## config.mk

```make
export PLATFORM = sky130hd
export DESIGN_NAME = sram_1r1w_masked
export DESIGN_NICKNAME = d
export VERILOG_FILES = /design/src/rtl/sram_pkg.sv /design/src/rtl/sram_1r1w_core.sv /design/src/rtl/sram_1r1w_masked.sv
export SDC_FILE = /design/constraint.sdc
export NUM_CORES = 1
export LEC_CHECK = 0
export ABC_AREA = 1
export CAP_MARGIN = 30
export CORE_MARGIN = 5
export CORE_UTILIZATION = 55
export DETAILED_ROUTE_END_ITERATION = 12
export DONT_BUFFER_PORTS = 1
export GPL_ROUTABILITY_DRIVEN = 0
export PLACE_DENSITY_LB_ADDON = 0.2
export SYNTH_ARGS = -nofsm -noshare
export SYNTH_HDL_FRONTEND = slang
export SYNTH_HIERARCHICAL = 1
export SYNTH_SLANG_ARGS = --single-unit
```

## constraint.sdc

```tcl
create_clock -name clock -period 2.8 [get_ports clock]
set_input_delay 0.56 -clock clock [delete_from_list [all_inputs] [get_ports clock]]
set_output_delay 0.56 -clock clock [all_outputs]
set_load 0.01 [all_outputs]
```

## src/rtl/sram_pkg.sv

```systemverilog
// Shared types and elaboration helpers for the masked 1R1W SRAM model.
package sram_pkg;

    // Init engine state: clearing the array, or serving requests.
    typedef enum logic [0:0] {
        ST_INIT  = 1'b0,
        ST_READY = 1'b1
    } sram_state_e;

    // Number of write-mask segments for a given word width and segment size.
    function automatic int mask_width(input int width, input int gran);
        return width / gran;
    endfunction

    // True when the parameter set describes a buildable array.
    function automatic bit params_ok(input int depth, input int width,
                                     input int gran, input int read_lat);
        return (depth >= 32'sd2) && (gran > 32'sd0) &&
               ((width % gran) == 32'sd0) &&
               ((read_lat == 32'sd1) || (read_lat == 32'sd2));
    endfunction

endpackage

```

## src/rtl/sram_1r1w_core.sv

```systemverilog
// Reset-free storage array with a per-segment masked write port and a
// synchronous read port (address sampled on the edge, data held in a read
// register until the next accepted read).
module sram_1r1w_core
    import sram_pkg::*;
#(
    parameter int DEPTH     = 32,
    parameter int WIDTH     = 25,
    parameter int MASK_GRAN = 25,
    localparam int MASK_W   = mask_width(WIDTH, MASK_GRAN),
    localparam int AW       = $clog2(DEPTH)
) (
    input  logic              clock,
    input  logic              wr_en,
    input  logic [AW-1:0]     wr_addr,
    input  logic [WIDTH-1:0]  wr_data,
    input  logic [MASK_W-1:0] wr_mask,
    input  logic              rd_en,
    input  logic [AW-1:0]     rd_addr,
    output logic [WIDTH-1:0]  rd_data
);

    localparam logic [AW:0] DEPTH_V = (AW+1)'(DEPTH);

    logic [WIDTH-1:0] mem_q [0:DEPTH-1];
    logic [WIDTH-1:0] rd_data_q;
    logic [WIDTH-1:0] rd_data_d;
    logic [WIDTH-1:0] wr_word_d;
    logic [AW-1:0]    wr_idx_s;
    logic [AW-1:0]    rd_idx_s;
    logic             wr_in_range_s;
    logic             rd_in_range_s;

    assign wr_in_range_s = ({1'b0, wr_addr} < DEPTH_V);
    assign rd_in_range_s = ({1'b0, rd_addr} < DEPTH_V);

    // Merge the masked segments of the incoming word into the stored entry.
    always_comb begin
        if (wr_in_range_s) begin
            wr_idx_s = wr_addr;
        end else begin
            wr_idx_s = '0;
        end
        wr_word_d = mem_q[wr_idx_s];
        for (int i = 0; i < MASK_W; i++) begin
            if (wr_mask[i]) begin
                wr_word_d[i*MASK_GRAN +: MASK_GRAN] = wr_data[i*MASK_GRAN +: MASK_GRAN];
            end else begin
                wr_word_d[i*MASK_GRAN +: MASK_GRAN] = mem_q[wr_idx_s][i*MASK_GRAN +: MASK_GRAN];
            end
        end
    end

    // Storage update; out-of-range writes never touch the array.
    always_ff @(posedge clock) begin
        if (wr_en && wr_in_range_s) begin
            mem_q[wr_idx_s] <= wr_word_d;
        end
    end

    // Read register: loads the pre-edge contents on an in-range read, else holds.
    always_comb begin
        if (rd_in_range_s) begin
            rd_idx_s = rd_addr;
        end else begin
            rd_idx_s = '0;
        end
        if (rd_en && rd_in_range_s) begin
            rd_data_d = mem_q[rd_idx_s];
        end else begin
            rd_data_d = rd_data_q;
        end
    end

    // Read data register (storage-side, no reset).
    always_ff @(posedge clock) begin
        rd_data_q <= rd_data_d;
    end

    assign rd_data = rd_data_q;

endmodule

```

## src/rtl/sram_1r1w_masked.sv

```systemverilog
// 1R1W SRAM model: init FSM that zero-fills the array after reset, write mux
// between the init engine and W0, write-first forwarding into the read path,
// and a 1- or 2-cycle read response pipeline.
module sram_1r1w_masked
    import sram_pkg::*;
#(
    parameter int DEPTH         = 32,
    parameter int WIDTH         = 25,
    parameter int MASK_GRAN     = 25,
    parameter int READ_LAT      = 1,
    parameter int INIT_ON_RESET = 1,
    localparam int MASK_W       = mask_width(WIDTH, MASK_GRAN),
    localparam int AW           = $clog2(DEPTH)
) (
    input  logic              clock,
    input  logic              reset,
    input  logic              R0_en,
    input  logic [AW-1:0]     R0_addr,
    output logic [WIDTH-1:0]  R0_data,
    output logic              R0_valid,
    input  logic              W0_en,
    input  logic [AW-1:0]     W0_addr,
    input  logic [WIDTH-1:0]  W0_data,
    input  logic [MASK_W-1:0] W0_mask,
    output logic              init_done
);

    if (!params_ok(DEPTH, WIDTH, MASK_GRAN, READ_LAT)) begin : g_bad_params
        $error("sram_1r1w_masked: WIDTH must be a multiple of MASK_GRAN, READ_LAT 1 or 2, DEPTH >= 2");
    end

    localparam logic [AW:0]    DEPTH_V   = (AW+1)'(DEPTH);
    localparam logic [AW-1:0]  LAST_PTR  = AW'(DEPTH - 1);
    localparam sram_state_e    RST_STATE = (INIT_ON_RESET != 0) ? ST_INIT : ST_READY;
    localparam logic           RST_DONE  = (INIT_ON_RESET != 0) ? 1'b0 : 1'b1;

    sram_state_e      state_q, state_d;
    logic [AW-1:0]    init_ptr_q, init_ptr_d;
    logic             init_done_q, init_done_d;

    logic             rd_acc_s;
    logic             wr_acc_s;
    logic             rd_oor_s;
    logic             fwd_hit_s;
    logic [WIDTH-1:0] fwd_bits_s;

    logic              core_wr_en_s;
    logic [AW-1:0]     core_wr_addr_s;
    logic [WIDTH-1:0]  core_wr_data_s;
    logic [MASK_W-1:0] core_wr_mask_s;
    logic [WIDTH-1:0]  core_rd_data_s;

    logic             v1_q, v1_d;
    logic             seen1_q, seen1_d;
    logic             oor1_q, oor1_d;
    logic [WIDTH-1:0] fwd_bits1_q, fwd_bits1_d;
    logic [WIDTH-1:0] fwd_data1_q, fwd_data1_d;
    logic [WIDTH-1:0] merged_s;

    logic             v2_q, v2_d;
    logic [WIDTH-1:0] data2_q, data2_d;

    // Init FSM next state: walk init_ptr over every entry, then serve requests.
    always_comb begin
        state_d    = state_q;
        init_ptr_d = init_ptr_q;
        case (state_q)
            ST_INIT: begin
                if (init_ptr_q == LAST_PTR) begin
                    state_d    = ST_READY;
                    init_ptr_d = '0;
                end else begin
                    state_d    = ST_INIT;
                    init_ptr_d = init_ptr_q + AW'(1);
                end
            end
            ST_READY: begin
                state_d    = ST_READY;
                init_ptr_d = init_ptr_q;
            end
            default: begin
                state_d    = ST_INIT;
                init_ptr_d = '0;
            end
        endcase
        init_done_d = (state_d == ST_READY);
    end

    // Init FSM state register; reset restarts the clearing sweep from entry 0.
    always_ff @(posedge clock or posedge reset) begin
        if (reset) begin
            state_q     <= RST_STATE;
            init_ptr_q  <= '0;
            init_done_q <= RST_DONE;
        end else begin
            state_q     <= state_d;
            init_ptr_q  <= init_ptr_d;
            init_done_q <= init_done_d;
        end
    end

    assign rd_acc_s  = R0_en & init_done_q;
    assign wr_acc_s  = W0_en & init_done_q;
    assign rd_oor_s  = ({1'b0, R0_addr} >= DEPTH_V);
    assign fwd_hit_s = rd_acc_s & wr_acc_s & (W0_addr == R0_addr);

    // Write mux: the init engine owns the port until the array is cleared.
    always_comb begin
        if (state_q == ST_INIT) begin
            core_wr_en_s   = 1'b1;
            core_wr_addr_s = init_ptr_q;
            core_wr_data_s = '0;
            core_wr_mask_s = {MASK_W{1'b1}};
        end else begin
            core_wr_en_s   = wr_acc_s;
            core_wr_addr_s = W0_addr;
            core_wr_data_s = W0_data;
            core_wr_mask_s = W0_mask;
        end
    end

    // Bit mask of the segments a same-edge write hands straight to the read.
    always_comb begin
        fwd_bits_s = '0;
        for (int i = 0; i < MASK_W; i++) begin
            if (fwd_hit_s && W0_mask[i]) begin
                fwd_bits_s[i*MASK_GRAN +: MASK_GRAN] = {MASK_GRAN{1'b1}};
            end else begin
                fwd_bits_s[i*MASK_GRAN +: MASK_GRAN] = {MASK_GRAN{1'b0}};
            end
        end
    end

    sram_1r1w_core #(
        .DEPTH     (DEPTH),
        .WIDTH     (WIDTH),
        .MASK_GRAN (MASK_GRAN)
    ) u_core (
        .clock   (clock),
        .wr_en   (core_wr_en_s),
        .wr_addr (core_wr_addr_s),
        .wr_data (core_wr_data_s),
        .wr_mask (core_wr_mask_s),
        .rd_en   (rd_acc_s),
        .rd_addr (R0_addr),
        .rd_data (core_rd_data_s)
    );

    // Stage-1 response side info: captured with each accepted read, held otherwise.
    always_comb begin
        v1_d = rd_acc_s;
        if (rd_acc_s) begin
            seen1_d     = 1'b1;
            oor1_d      = rd_oor_s;
            fwd_bits1_d = fwd_bits_s;
            fwd_data1_d = W0_data & fwd_bits_s;
        end else begin
            seen1_d     = seen1_q;
            oor1_d      = oor1_q;
            fwd_bits1_d = fwd_bits1_q;
            fwd_data1_d = fwd_data1_q;
        end
    end

    // Merge: old contents for unwritten segments, forwarded data for written
    // ones; zero before the first response and for out-of-range reads.
    always_comb begin
        if (!seen1_q || oor1_q) begin
            merged_s = '0;
        end else begin
            merged_s = (core_rd_data_s & ~fwd_bits1_q) | fwd_data1_q;
        end
    end

    // Stage-2 output register used when the extra read cycle is configured.
    always_comb begin
        v2_d = v1_q;
        if (v1_q) begin
            data2_d = merged_s;
        end else begin
            data2_d = data2_q;
        end
    end

    // Response pipeline registers; reset drops anything in flight.
    always_ff @(posedge clock or posedge reset) begin
        if (reset) begin
            v1_q        <= 1'b0;
            seen1_q     <= 1'b0;
            oor1_q      <= 1'b0;
            fwd_bits1_q <= '0;
            fwd_data1_q <= '0;
            v2_q        <= 1'b0;
            data2_q     <= '0;
        end else begin
            v1_q        <= v1_d;
            seen1_q     <= seen1_d;
            oor1_q      <= oor1_d;
            fwd_bits1_q <= fwd_bits1_d;
            fwd_data1_q <= fwd_data1_d;
            v2_q        <= v2_d;
            data2_q     <= data2_d;
        end
    end

    // Output select by configured read latency.
    always_comb begin
        if (READ_LAT == 2) begin
            R0_valid = v2_q;
            R0_data  = data2_q;
        end else begin
            R0_valid = v1_q;
            R0_data  = merged_s;
        end
    end

    assign init_done = init_done_q;

endmodule

```

After elaboration in Yosys (flattened, before gate mapping)
Memories as Yosys holds them, arrays and structs flattened. A register that Yosys moved wholly into a read port is not among the register bits.
Cells that the tools add are included.
Storage, ports and cells
  memory bits (writable): 800
  input port bits: 40
  output and inout port bits: 27
  word-level logic and storage cells: 35
  memories: 1
  register bits: 58
Memory list
  u_core.mem_q: depth 32, width 25, rd ports 1, clocked after Yosys merged registers in 1, wr ports 1, RTL line sram_1r1w_core.sv:25  | logic [WIDTH-1:0] mem_q [0:DEPTH-1];
Cells by class
  add/subtract/negate cells: 1
  bitwise gates (word level): 9
  mux-type cells: 13
  equality and inequality tests: 3
  reduce and logical (&&, ||, !) cells: 2
Operators with widths (number)
  2-to-1 mux 25 bit: 4
  AND 25 bit: 2
  inverter 25 bit: 1
  OR 25 bit: 1
  2-to-1 mux 5 bit: 3
  adder 5 x 1 -> 5 bit (second input constant): 1
  equality test 5 bit: 1
  equality test 5 bit (second input constant): 1
  2-to-1 mux 1 bit: 5
  AND 1 bit: 4
  one-hot mux 1 bit (2 select lines): 1
  AND reduction 2 bit: 1
  logical AND 1 bit: 1
  != test 1 bit (second input constant): 1
  inverter 1 bit: 1

Longest topological paths before layout
Gate-level depths: netlist of run 1.
  depth in word-level cells: 6
  gate-level depth with buffers: 12
  mapped depth without buffers: 9

By module
Netlist of run 1, hierarchy kept.
Modules (own cells, without submodules)
  sram_1r1w_core: cells each 2776, instances 1, area each 33427.1 um^2
  sram_1r1w_masked: cells each 330, instances 1, area each 2115.8 um^2

Worst setup path after synthesis of run 1
No wires, ideal clock.
  path type: register to register
  start: register init_done_q, in the netlist init_done
  end: memory u_core.mem_q[30][0] (enable)
  path slack: -0.033 ns
  arrival: 2.426 ns
  library setup time: 0.407 ns
  data required time: 2.393 ns
  stages on the path, launching flop included: 7
  period minus slack after synthesis: 2.833 ns
  path buffers: 2
  cell sequence: dfrtp_1 -> clkbuf_1 -> buf_2 -> nand2_1 -> o21ai_0 -> nand3_1 -> nor2_1
On the way
  elaborated cells between the ends (all ways): 8
  classes of those cells: eq/ne: 1; mux: 5; bitwise: 1; reduce/logical: 1
RTL lines
  start, declared: RTL line sram_1r1w_masked.sv:39  | logic init_done_q, init_done_d;
  start signal, assigned: RTL line sram_1r1w_masked.sv:98  | init_done_q <= init_done_d;
  2-to-1 mux 5 bit
  via core_wr_addr_s[3]: RTL line sram_1r1w_masked.sv:48  | logic [AW-1:0] core_wr_addr_s;
  end, declared: RTL line sram_1r1w_core.sv:25
The timed path passes the listed nets, and every way through them passes these cells.

Worst setup path after layout of run 1
  start: register init_done_q, in the netlist init_done
  end: memory u_core.mem_q[2][8] (enable)
Same word-level chain as after synthesis.

==> summary.md, run 1 <==
| Metric | Value |
|---|---|
| Setup WS post-layout | 282 ps |
| Die Height | 264 µm |
| P_sw | 5.65 mW |
| Period minus WS final | 2520 ps |
| Detailed Route WL | 87900 µm |
| CP Launch Type | register |
| Total GRT Usage | 24.8% |
| Gate power share | 5.3% |
| Final worst-path cycle share | 89.9% |
| Synthesized instance count | 3106 |
| Clock network fraction of total power | 41.2% |
| Class of the worst hold path | input port to register |
| Hold Fails Final Rpt | 0 |
| Clock latency at the later pin of the worst-skew pair | 640 ps |
| Drt initial violations | 2734 |
| CTS tree | yes |
| DIE WIDTH | 264 µm |
| Sw frac | 21.3% |
| Max Cap Viol | 0 |
| Synth warn | 6 |
| Leak | 14.9 nW |
| Sequential share of the synthesized area | 72.1% |
| Post-DR vias/cell | 5.77 |
| Synthesized Nets | 3148 |
| TNS Setup | 0 ps |
| Largest net degree at the start of global routing | 403 |
| Power Internal | 20.9 mW |
| Setup violators final | 0 |
| Worst Path Required | 3050 ps |
| Final Skew | 27.4 ps |
| Sequential power share | 53.5% |
| Crit end category | register |
| Via Count | 23.3k |
| Port bufs | 0 |
| Post-synth EDFFs | 825 |
| First-pass GRT wire length | 134000 µm |
| Max transition margin | 34.0% |
| Drt pass-1 iters | 5 |
| Crit path DAT | 2770 ps |
| Ant. Diodes | 0 |
| Post-CTS setup buffer count | 0 |
| Root Buffer | clkbuf_16 |
| Layout area overhead | 10.2% |
| Remaining DRCs | 0 |
| Critical path class | register to register |
| Top FF cell, synth | edfxtp_1 |
| Initial antenna violation count | 0 |
| Clock-pin transition on the worst setup and hold timing paths | 60 ps |
| Floorplan row count | 93 |
| Die area | 69800 µm² |
| Number of global-route vias before repair | 22.7k |
| Worst-case clock buffer depth | 3 |
| Max IR drop VDD | 520 µV |
| Dpl cell area | 36500 µm² |
| Critical path peak fanout | 25 |
| Layout cell share with drive strength beyond 1 | 8.45% |
| Post-synth ARST share | 3.96% |
| Post-DP HPWL | 48400 µm |
| Routed length per instance | 21.8 µm |
| Cts bufs inserted | 86 |
| Max Clk Rate | 0.397 GHz |
| Worst slew pin tran | 990 ps |
| Slew Limit Fails | 0 |
| Starting density of the core | 55.3% |
| Status | finished, final reports clean |
| I/O pins | 67 |
| Mean post-synth cell area | 11.4 µm² |
| Pre-CTS setup slack | 324 ps |
| Post-route ant nets | 0 |
| Core area | 64200 µm² |
| Clock sinks | 859 |
| Library cells used by synthesis | 26 |
| H-tree Lvls | 3 |
| Final instance area | 39200 µm² |
| Nets | 3155 |
| RSZ-0062 raised after global routing | no |
| Gr ovfl total | 0 |
| Pwr Density | 676 nW/µm² |
| Post-Syn Area | 35500 µm² |
| Synthesized flop and latch total | 859 |
[critical path: stages (launching register included)]
cell	delay (ps)
dfrtp_1	410
buf_4	240
nand2_1	90
o21ai_0	260
inv_1	220
nand3_1	260
nor2_2	190
buf_4	460
[worst paths after layout]
kind / to / slack, ps / from / depth (start not counted)
max: u_core/mem_q[2][8]$_DFFE_PP_ / 280 / init_done$_DFF_PP0_ / 7
max in group asynchronous: fwd_data1_q[1]$_DFFE_PP0N_ / 1980 / reset / 3
min in group asynchronous: fwd_data1_q[4]$_DFFE_PP0N_ / 480 / reset / 3
max reg2reg: u_core/mem_q[2][8]$_DFFE_PP_ / 280 / init_done$_DFF_PP0_ / 7
min: fwd_data1_q[16]$_DFFE_PP0N_ / 70 / W0_data[16] / 2
min reg2reg: fwd_data1_q[4]$_DFFE_PP0N_ / 480 / fwd_data1_q[4]$_DFFE_PP0N_ / 2
[placed cells by master, fill, tap and decap left out]
| cell | instances |
|---|---|
| nand2_1 | 1228 |
| edfxtp_1 | 825 |
| nand3_1 | 638 |
| clkbuf_16 | 90 |
| buf_4 | 84 |
| inv_1 | 58 |
| nor2_1 | 46 |
| dfrtp_1 | 34 |
| nor2_2 | 33 |
| a21oi_1 | 28 |
| clkbuf_1 | 24 |
| buf_12 | 19 |
| clkinv_2 | 18 |
| clkinv_1 | 17 |
| inv_2 | 6 |
| o21ai_0 | 5 |
| nor3_1 | 5 |
| bufinv_16 | 4 |
| inv_6 | 3 |
| or2_2 | 2 |
| ha_1 | 2 |
| clkbuf_8 | 2 |
| buf_16 | 2 |
| o21ai_2 | 1 |
| xor2_1 | 1 |
| nor2_8 | 1 |
| o21ai_1 | 1 |
| clkinvlp_4 | 1 |
| inv_16 | 1 |
| dlygate4sd3_1 | 1 |
| clkinv_8 | 1 |
| inv_4 | 1 |
[registers in the layout (all words and copies together), names as in the netlist]
register / flops
R0_valid: 1
seen1_q: 1
u_core/mem_q: 800
init_done: 1
u_core/rd_data: 25
fwd_bits1_q: 1
fwd_data1_q: 25
init_ptr_q: 5
[routing by layer]
| metal | GRT usage (%) | share of wire (%) | vias to the layer above |
|---|---|---|---|
| met1 | 33.6 | 39 | 11300 |
| met4 | 10.3 | 3.9 | 0 |
| met3 | 4.13 | 8.4 | 197 |
| met2 | 40.5 | 48 | 1063 |
| li1 | - | - | 10700 |
| met5 | 0 | 0 | - |
[per-stage QoR]
| stage | cells | power [mW] | utilization, % | hold WS, ps |
|---|---|---|---|---|
| global route | 4037 | 27.3 | 61.0 | 60.0 |
| floorplan | 3106 | 15.5 | - | 450 |
| CTS | 4036 | 26.7 | 61.0 | 42.5 |
| global placement | 3877 | 15.8 | 56.7 | 463 |
| finish | 4037 | 26.5 | 61.0 | 71.9 |
| detailed placement | 3878 | 15.8 | 56.8 | 466 |
[synth_stat cells, types with 2 or more instances]
master	n	area share, %
nor2_1	78	0.82
o21ai_0	5	0.070
inv_1	61	0.64
nand2_1	1228	13
clkinv_1	2	0.021
ha_1	2	0.070
or2_2	2	0.035
edfxtp_1	825	70
nor3_1	5	0.070
dfrtp_1	34	2.4
buf_1	4	0.042
buf_6	46	1.5
clkbuf_1	27	0.29
a21oi_1	28	0.39
buf_2	80	1.1
buf_4	28	0.59
inv_2	5	0.053
nand3_1	638	9.0
[area by class of cell]
cell class / instances / area, µm²
Clock inverter: 41 / 308
Tap cell: 855 / 1070
Sequential cell: 859 / 25600
Clock buffer: 116 / 2370
Multi-Input combinational cell: 1991 / 8450
Inverter: 69 / 283
Fill cell: 5012 / 25000
Timing Repair Buffer: 106 / 1080
[power groups by stage]
stage          clock network (mW)  logic [mW]  registers, mW
2_1_floorplan                   0        1.10           14.4
3_3_place_gp                    0        1.34           14.5
3_5_place_dp                    0        1.37           14.5
4_1_cts                      11.1        1.38           14.2
5_1_grt                      11.6        1.54           14.2
6_report                     10.9        1.39           14.2
[cell families (layout without fill, tap and decap cells)]
family / Yosys count / after routing / share of synthesized area, %
xor+xnor: 1 / 1 / 0.0246
compound gates: 35 / 35 / 0.503
flops: 859 / 859 / 72.1
simple gates: 1953 / 1953 / 23.0
buf+inv: 256 / 332 / 4.35
fa+ha+maj: 2 / 2 / 0.0704
[what timing repair did]
| action | 4_1_cts | 5_1_grt |
|---|---|---|
| endpoints found under the hold margin | 34 | 0 |
| hold buffers | 1 | 0 |
| endpoints found under the setup margin | 0 | 2 |
| gates resized for setup | 0 | 1 |
(Power assumes the default switching activity.)
==> run 2, diff against run 1 <==
Settings changed: SYNTH_HIERARCHICAL 1 to unset.
==> run 2 against run 1 <==
Compared with the run above: global-route usage is 0.28 points higher; critical path depth is 4 lower; maximum frequency is 3.0% lower; core utilization is 0.24 points higher; register-to-register slack better by 140 ps; synthesized area is 0.33% lower; combinational power hardly changed; non-clock buffer count is 2 lower; clock power hardly changed.
==> summary.md, run 2 <==
| Metric | Value |
|---|---|
| Status | finished, final reports clean |
| Dpl cells | 3830 (-1.2%) |
| Critical path class | register to output pin |
| Setup violators final | 0 (unchanged) |
| Sw frac | 21.6% (+0.31 points) |
| Power Internal | 20.7 mW (-0.68%) |
| Top-count cell post-synth | nand2_1 |
| I/O pins | 67 (unchanged) |
| Remaining DRCs | 0 (unchanged) |
| Synthesized instance count | 3054 (-1.7%) |
| Via Count | 23.1k (-0.85%) |
| Register area | 25600 µm² (unchanged) |
| Crit path DAT | 2040 ps (-730 ps) |
| Post-Syn Area | 35400 µm² (-0.33%) |
| Synth top area cells | edfxtp_1 (70%), nand2_1 (13%), nand3_1 (8.6%), dfrtp_1 (2.4%), buf_6 (1.9%) |
| Max FFs per register | 800 (unchanged) |
| Critical path peak fanout | 26 (+4.0%) |
| Cts bufs inserted | 86 (unchanged) |
| Fillers | 4916 (-1.9%) |
| Final Skew | 24.8 ps (-2.64 ps) |
| Sequential share of the synthesized area | 72.3% (+0.24 points) |
| TNS Setup | 0 ps (unchanged) |
| Sequential power share | 53.6% (about the same) |
| Starting density of the core | 55.3% (-0.085 points) |
| Core area | 64100 µm² (-0.18%) |
| Clock-pin transition on the worst setup and hold timing paths | 60 ps (about the same) |
| Slowest stage cell, crit path | clkinv_1 |
| H-tree Lvls | 3 (unchanged) |
| Root Buffer | clkbuf_16 |
| Library cells used by synthesis | 32 (+23%) |
| P_sw | 5.71 mW (+1.2%) |
| First-pass GRT wire length | 135000 µm (+0.72%) |
| RSZ-0062 raised after global routing | no |
| Floorplan row count | 93 (unchanged) |
| Commonest non-fill, non-tap cell in the layout | nand2_1 |
| Gate power share | 5.2% (about the same) |
| Worst slew pin tran | 1260 ps (+274 ps) |
| Die Height | 264 µm (-0.16%) |
| Largest net degree at the start of global routing | 403 (unchanged) |
| Clock network fraction of total power | 41.2% (about the same) |
| Post-route ant nets | 0 (unchanged) |
| Detailed Route WL | 89300 µm (+1.7%) |
| Nets | 3106 (-1.6%) |
| Post-synth EDFFs | 825 (unchanged) |
| CP delay by family, top | buffers and inverters |
| Register bank with the most flops | u_core.mem_q |
| Gr ovfl total | 0 (unchanged) |
| Port bufs | 0 (unchanged) |
| Class of the worst hold path | input port to register |
| Post-synth ARST share | 3.96% (unchanged) |
| Top post-synthesis cells by count | nand2_1 (1220), edfxtp_1 (825), nand3_1 (607), buf_2 (80), inv_1 (64) |
| Routed length per instance | 22.4 µm (+2.9%) |
| DIE WIDTH | 264 µm (-0.16%) |
| Yosys top cell area share | 69.9% (+0.23 points) |
| Clock sinks | 859 (unchanged) |
| Post-DR vias/cell | 5.79 (+0.35%) |
| Max IR drop VDD | 552 µV (+6.1%) |
| WP buf/inv | 1 (-2) |
| Final worst-path cycle share | 92.7% (+2.8 points) |
| Commonest non-fill, non-tap cells in the layout | nand2_1 (1220), edfxtp_1 (825), nand3_1 (607) |
| CP max stage delay | 590 ps (+130 ps) |
| Leak | 14.6 nW (-2.1%) |
| Total GRT Usage | 25.1% (+0.28 points) |
| Drt pass-1 iters | 5 (unchanged) |
| Clock latency at the later pin of the worst-skew pair | 630 ps (about the same) |
| Initial antenna violation count | 0 (unchanged) |
| CP cell instances | clkinv_1 > nand2_1 > a21oi_1 |
| CP Launch Type | register |
| Max transition margin | 15.7% (-18 points) |
| Layout area overhead | 10.8% |
| Crit end category | output pin |
| Drt initial violations | 2834 (+3.7%) |
| Top FF cell, synth | edfxtp_1 |
| Max Clk Rate | 0.385 GHz (-3.0%) |
| Cell taking the most area after synthesis | edfxtp_1 |
| Synthesized Nets | 3096 (-1.7%) |
| Max Cap Viol | 0 (unchanged) |
| Synth warn | 0 (-6) |
| Worst-case clock buffer depth | 3 (unchanged) |
| GR peak layer | met2 |
| Die area | 69600 µm² (-0.32%) |
| Ant. Diodes | 0 (unchanged) |
| Met2 Use GR | 41.4% (+0.91 points) |
| Layout cell share with drive strength beyond 1 | 8.62% (+0.16 points) |
| Post-CTS setup buffer count | 0 (unchanged) |
| CTS tree | yes |
| Worst Path Required | 2240 ps (-810 ps) |
| Mean post-synth cell area | 11.6 µm² (+1.4%) |
| Number of global-route vias before repair | 22.3k (-2.0%) |
| Period minus WS final | 2600 ps (+78.5 ps) |
| Post-DP HPWL | 48000 µm (-0.95%) |
| Synthesized flop and latch total | 859 (unchanged) |
| M1 GR Usage | 34.8% (+1.2 points) |
| Pwr Density | 673 nW/µm² (-0.50%) |
| Fin cells | 3989 (-1.2%) |
| Met3 track demand over resource | 3.97% (-0.16 points) |
| Slew Limit Fails | 0 (unchanged) |
| Multi-input gate area | 8420 µm² (-0.33%) |
| Hold Fails Final Rpt | 0 (unchanged) |
## run 2: timing repair
item                                   4_1_cts  5_1_grt
hold buffers                                 1        0
endpoints found under the hold margin       34        0
setup endpoints to repair                    0        1
resized for setup                            0        1
## run 2: kinds of logic (layout without fill, tap and decap cells)
| logic type | count (synthesis) | count (layout) | share of synthesized area [%] |
|---|---|---|---|
| adder cells (fa/ha/maj) | 2 | 2 | 0.0706 |
| buffers and inverters | 252 | 332 | 4.45 |
| flip-flops | 859 | 859 | 72.3 |
| AO/OA/AOI/OAI | 61 | 61 | 0.918 |
| AND/OR/NAND/NOR | 1876 | 1876 | 22.1 |
| XOR/XNOR | 4 | 4 | 0.0989 |
## run 2: per-stage QoR
stage | setup slack [ps] | area [µm²] | hold WS, ps | power [mW] | utilization, %
finish | 203 | 39300 | 54.3 | 26.4 | 61.2
global route | 65.3 | 39300 | 38.5 | 27.2 | 61.2
CTS | 109 | 39300 | 29.1 | 26.5 | 61.2
detailed placement | 482 | 36600 | 506 | 15.8 | 57.1
global placement | 485 | 36600 | 500 | 15.8 | 57.1
floorplan | 129 | 35400 | 486 | 15.5 | -
## run 2: cell type report
type / count / area share (%)
Clock buffer: 110 / 5.84
Inverter: 70 / 0.736
Multi-Input combinational cell: 1943 / 21.5
Tap cell: 855 / 2.72
Timing Repair Buffer: 104 / 3.08
Sequential cell: 859 / 65.3
Clock inverter: 48 / 0.905
## run 2: per-layer routing
| metal | wire length [µm] | part of all wire [%] |
|---|---|---|
| met1 | 36400 | 41 |
| met2 | 43400 | 49 |
| met3 | 6720 | 7.5 |
| met4 | 2820 | 3.2 |
| met5 | 0 | 0 |
## run 2: worst paths after layout
check / from / to / slack [ps] / cells past startpoint
min reg2reg: fwd_data1_q[5]$_DFFE_PP0N_ / fwd_data1_q[5]$_DFFE_PP0N_ / 520 / 2
min: W0_data[9] / fwd_data1_q[9]$_DFFE_PP0N_ / 50 / 2
min in group asynchronous: reset / fwd_data1_q[9]$_DFFE_PP0N_ / 480 / 3
max in group asynchronous: reset / init_ptr_q[3]$_DFFE_PP0N_ / 1990 / 3
max: fwd_bits1_q[23]$_DFFE_PP0N_ / R0_data[9] / 200 / 3
max reg2reg: init_done$_DFF_PP0_ / u_core.mem_q[30][3]$_DFFE_PP_ / 420 / 6
## run 2: power groups by stage
| stage | Combinational (mW) | Sequential [mW] | Clock (mW) |
|---|---|---|---|
| finish | 1.37 | 14.2 | 10.9 |
| global route | 1.50 | 14.2 | 11.6 |
| CTS | 1.37 | 14.2 | 11.0 |
| detailed placement | 1.36 | 14.4 | 0 |
| global placement | 1.34 | 14.4 | 0 |
| floorplan | 1.09 | 14.4 | 0 |
